[config.mk]
export PLATFORM = sky130hd
export DESIGN_NAME = counter_monitor
export DESIGN_NICKNAME = d
export VERILOG_FILES = /design/src/rtl/counter_monitor.sv
export SDC_FILE = /design/constraint.sdc
export NUM_CORES = 1
export LEC_CHECK = 0
export CAP_MARGIN = 20
export CORE_MARGIN = 10
export CORE_UTILIZATION = 45
export DETAILED_ROUTE_END_ITERATION = 16
export PLACE_DENSITY = 0.71
export SKIP_LAST_GASP = 1
export SLEW_MARGIN = 20
export SYNTH_ARGS = -nofsm -noshare
export SYNTH_HDL_FRONTEND = slang
export SYNTH_SLANG_ARGS = --single-unit
[constraint.sdc]
create_clock -name clk -period 2.05 [get_ports clk]
set_input_delay 0.41 -clock clk [delete_from_list [all_inputs] [get_ports clk]]
set_output_delay 0.41 -clock clk [all_outputs]
set_load 0.01 [all_outputs]
[src/rtl/counter_monitor.sv]
// Passive lock-and-check monitor for a free-running modulo-2^WIDTH counter bus.
// Optional build macro COUNTER_MONITOR_HOLD_EN treats a repeated value as a stall rather than an error.
module counter_monitor #(
  parameter int WIDTH      = 8,
  parameter int SYNC_COUNT = 2,
  parameter int ERR_W      = 8
) (
  input  logic             clk,
  input  logic             reset,
  input  logic [WIDTH-1:0] value,
  input  logic             enable,
  input  logic             err_clear,
  output logic             locked,
  output logic             error,
  output logic             wrap,
  output logic [ERR_W-1:0] err_count,
  output logic [WIDTH-1:0] expected
);

  typedef enum logic [1:0] {IDLE, ACQUIRE, LOCKED} state_t;

  localparam logic [3:0]       SYNC    = 4'(SYNC_COUNT);
  localparam logic [ERR_W-1:0] ERR_MAX = '1;

  state_t           state;
  logic [WIDTH-1:0] prev;
  logic [3:0]       run;
  logic             good;
  logic             stall;
  logic             err_hit;

  assign good = (value == prev + WIDTH'(1));

`ifdef COUNTER_MONITOR_HOLD_EN
  assign stall = (value == prev);
`else
  assign stall = 1'b0;
`endif

  // Only a claimed lock can be broken; misses during acquisition are silent.
  assign err_hit = enable && (state == LOCKED) && !good && !stall;

  always_ff @(posedge clk or posedge reset) begin
    if (reset) begin
      state     <= IDLE;
      prev      <= '1;
      expected  <= '0;
      run       <= '0;
      locked    <= 1'b0;
      error     <= 1'b0;
      wrap      <= 1'b0;
      err_count <= '0;
    end else begin
      error <= 1'b0;
      wrap  <= 1'b0;

      // A clear coinciding with an error leaves that error counted.
      if (err_clear)
        err_count <= ERR_W'(err_hit);
      else if (err_hit && err_count != ERR_MAX)
        err_count <= err_count + ERR_W'(1);

      if (!enable) begin
        state  <= IDLE;
        locked <= 1'b0;
      end else begin
        prev     <= value;
        expected <= value + WIDTH'(1);
        case (state)
          IDLE: begin
            run   <= '0;
            state <= ACQUIRE;
          end
          ACQUIRE: begin
            if (good) begin
              run <= run + 4'd1;
              if (run + 4'd1 == SYNC) begin
                state  <= LOCKED;
                locked <= 1'b1;
              end
            end else if (!stall) begin
              run <= '0;
            end
          end
          LOCKED: begin
            if (good) begin
              wrap <= (prev == '1) && (value == '0);
            end else if (!stall) begin
              error  <= 1'b1;
              locked <= 1'b0;
              run    <= '0;
              state  <= ACQUIRE;
            end
          end
          default: state <= IDLE;
        endcase
      end
    end
  end

endmodule

==> results.sh <==
export IMPL_grt_antenna_before_repair=0
export IMPL_r2r_end="err_count[7]"
export IMPL_layout_drive_gt1_share_pct=26.1
export IMPL_die_width_um=85.8
export IMPL_relSlewSlack_pct=71.8
export IMPL_endpoint="err_count[7]"
export IMPL_synthMuxAreaShare_pct=5.77
export IMPL_layout_min_cycle_time_ns=2.16
export IMPL_crit_path_end_kind="register"
export IMPL_fillCellCount=337
export IMPL_synth_nets=221
export IMPL_ant_nets=0
export IMPL_hold_path_class="register to register"
export IMPL_overflow=0
export IMPL_die_h_um=85.8
export IMPL_async_flop_share_pct=100
export IMPL_fmax_ghz=0.463
export IMPL_dp_cells=301
export IMPL_synth_top_area_share_pct=32.1
export IMPL_core_area_sq_um=4090
export IMPL_ir_drop_uv=334
export IMPL_cp_max_fo=12
export IMPL_final_setup_skew_ns=0.00586
export IMPL_yosys_register_bits=33
export IMPL_synth_top_area_cell="dfrtp_1"
export IMPL_p_int_mw=1.17
export IMPL_combPwrFrac_pct=19.6
export IMPL_grt_pass1_vias=1684
export IMPL_outcome="complete, but fails checks"
export IMPL_most_common_layout_cells="buf_4, clkdlybuf4s50_1, dfrtp_1, nand3_1"
export IMPL_yosysWarnings=0
export IMPL_fin_ws_ns=-0.109
export IMPL_synth_edf_count=0
export IMPL_cap_violations=0
export IMPL_cts_root_buf="clkbuf_8"
export IMPL_setup_tns_ns=-0.830
export IMPL_synth_adder_area_share_pct=3.85
export IMPL_fin_area_sq_um=2690
export IMPL_synth_compound_area_share_pct=14.9
export IMPL_drtIter0Drc=63
export IMPL_cts_sinks=33
export IMPL_start_kind="register"
export IMPL_crit_arrival_ns=2.38
export IMPL_routed_via_density=5.55
export IMPL_synth_avg_cell_area_sq_um=9.61
export IMPL_powerDensity_nw_per_um2=588
export IMPL_postSynthCellCount=203
export IMPL_die_area_sq_um=7370
export IMPL_final_common_cell="buf_4"
export IMPL_ctsHoldBuffers=0
export IMPL_power_sequential_fraction_pct=46.0
export IMPL_yosysSeqAreaShare_pct=42.8
export IMPL_drc=0
export IMPL_leakagePower_nw=1.13
export IMPL_violations="setup timing"
export IMPL_ios=31
export IMPL_placed_cell_area_sq_um=2490
export IMPL_period_share_pct=105
export IMPL_num_rows=23
export IMPL_cts_tree="built"
export IMPL_synth_main_ff_cell="dfrtp_1"
export IMPL_clk_latency_ns=0.29
export IMPL_reg2reg_slack_ns=-0.11
export IMPL_rsz0062_at_grt="true"
export IMPL_grt_max_degree=34
export IMPL_clockPowerShare_pct=34.4
export IMPL_start_util_pct=47.7
export IMPL_swShare_pct=25.8
export IMPL_rr_startpoint="prev[0]"
export IMPL_hold_slack_ns=0.511
export IMPL_yosys_area_share_simple_pct=21.8
export IMPL_crit_type="register to register"
export IMPL_grt_use_total_pct=13.1
export IMPL_p_sw_uw=408
export IMPL_syn_area_sq_um=1950
export IMPL_cts_made_buffers=5
export IMPL_htreeDepth=2
export IMPL_synthTopCellsByArea="dfrtp_1, dfstp_2, mux2_2"
export IMPL_setup_violations=10
export IMPL_pre_cts_ws_ns=-0.559
export IMPL_slew_viol_final=0
export IMPL_crit_start="prev[0]"
export IMPL_yosysUniqueCellTypes=51
export IMPL_areaGrowthSynthToFinish_pct=37.7
export IMPL_clk_pin_slew_ns=0.07
export IMPL_cts_buffer_depth=2
export IMPL_fin_nets=278
export IMPL_synth_xor_area_share_pct=6.74
export IMPL_place_gp_congestion=0.832
export IMPL_grt_pass1_wl_mm=7.93
export IMPL_worst_pin_slew_ns=0.423
export IMPL_io_buffers=30
export IMPL_worst_ep_required_time_ns=2.27
export IMPL_antenna_cells=0
export IMPL_vias=1726
export IMPL_dp_hpwl_mm=3.25
export IMPL_synth_top_family_by_area="simple AND/OR/NAND/NOR gates"
export IMPL_instances_no_fill=311
export IMPL_first_pass_iters=4
export IMPL_hold_viol=0
export IMPL_rr_worst_depth=7
export IMPL_drt_wl_total_mm=4.74
export IMPL_avgRoutedWirePerCell_um=15.2
-- power groups by stage --
| stage | clock (mW) | sequential, mW | combinational [mW] |
|---|---|---|---|
| global placement | 0 | 0.733 | 0.288 |
| global route | 0.589 | 0.732 | 0.336 |
| detailed placement | 0 | 0.734 | 0.293 |
| floorplan | 0 | 0.742 | 0.132 |
| finish | 0.544 | 0.727 | 0.310 |
| CTS | 0.560 | 0.726 | 0.306 |
-- state kept, by name (all words and copies together) (netlist names) --
signal     count
prev           8
state          2
wrap           1
expected       8
locked         1
run            4
error          1
err_count      8
-- cells in the mapped netlist (all sizes together) (2+ instances only) --
cell type	n
nor2	14
nor3b	3
a21oi	16
inv	7
clkbuf	5
o2bb2ai	2
buf	6
nor3	3
dfrtp	25
xnor2	8
nand4b	2
dfstp	8
and3	7
or3	3
o31ai	2
nand2	10
xor2	7
nor4	4
nor2b	2
nor4b	2
ha	6
or4	2
mux2	10
and2	3
o21ai	9
nand3	16
-- final cells by class --
cell class / count / area (sq um) / area share, %
clock buffer: 7 / 96.3 / 3.59
clock inverter: 1 / 5.00 / 0.186
inverter: 7 / 26.3 / 0.978
multi-input combinational: 152 / 1110 / 41.4
sequential: 33 / 836 / 31.1
tap: 50 / 62.6 / 2.33
timing repair buffer: 61 / 549 / 20.4
-- worst min path at each step --
| stage | start | endpoint | slack (ns) | cells after the start |
|---|---|---|---|---|
| finish | expected[1] | expected[1] | 0.51 | 1 |
| global route | expected[1] | expected[1] | 0.54 | 1 |
| CTS | expected[1] | expected[1] | 0.52 | 1 |
| detailed placement | expected[1] | expected[1] | 0.50 | 1 |
| global placement | expected[1] | expected[1] | 0.49 | 1 |
| floorplan | err_clear | err_count[1] | 0.47 | 1 |
-- logic make-up after synthesis --
group                      Yosys count
and+or+nand+nor                     76
AOI/OAI and AO/OA                   45
muxes                               10
buffers and inverters               18
DFF                                 33
xor gates and xnor gates            15
adders and majority gates            6
-- metrics by stage --
stage	utilization (%)	total power [mW]
final	65.7	1.58
after global routing	65.7	1.66
after CTS	64.9	1.59
after detailed placement	61.1	1.03
after global placement	61.1	1.02
after floorplan	-	0.874
-- per-layer routing --
layer	part of all wire, %	vias up	GRT usage [%]
met4	0.97	0	3.59
met5	0	-	0
met1	47	828	16.1
met3	5.2	5	5.01
li1	-	865	-
met2	46	28	20.7
-- timing repair --
action                     CTS  global route
gates resized for setup     10             5
hold endpoints to repair     0             0
setup endpoints to repair   17            17
pin swaps                    4             3
setup buffers                2             0
-- critical path, stage by stage, from the launching register on --
cell and delay [ns]:
dfstp_2 0.58, nand2_1 0.08, o221a_1 0.28, a311oi_2 0.21, a211oi_2 0.12, buf_12 0.15, or4_1 0.50, a21oi_1 0.15
Note: power is estimated with default switching activity, not from simulation.
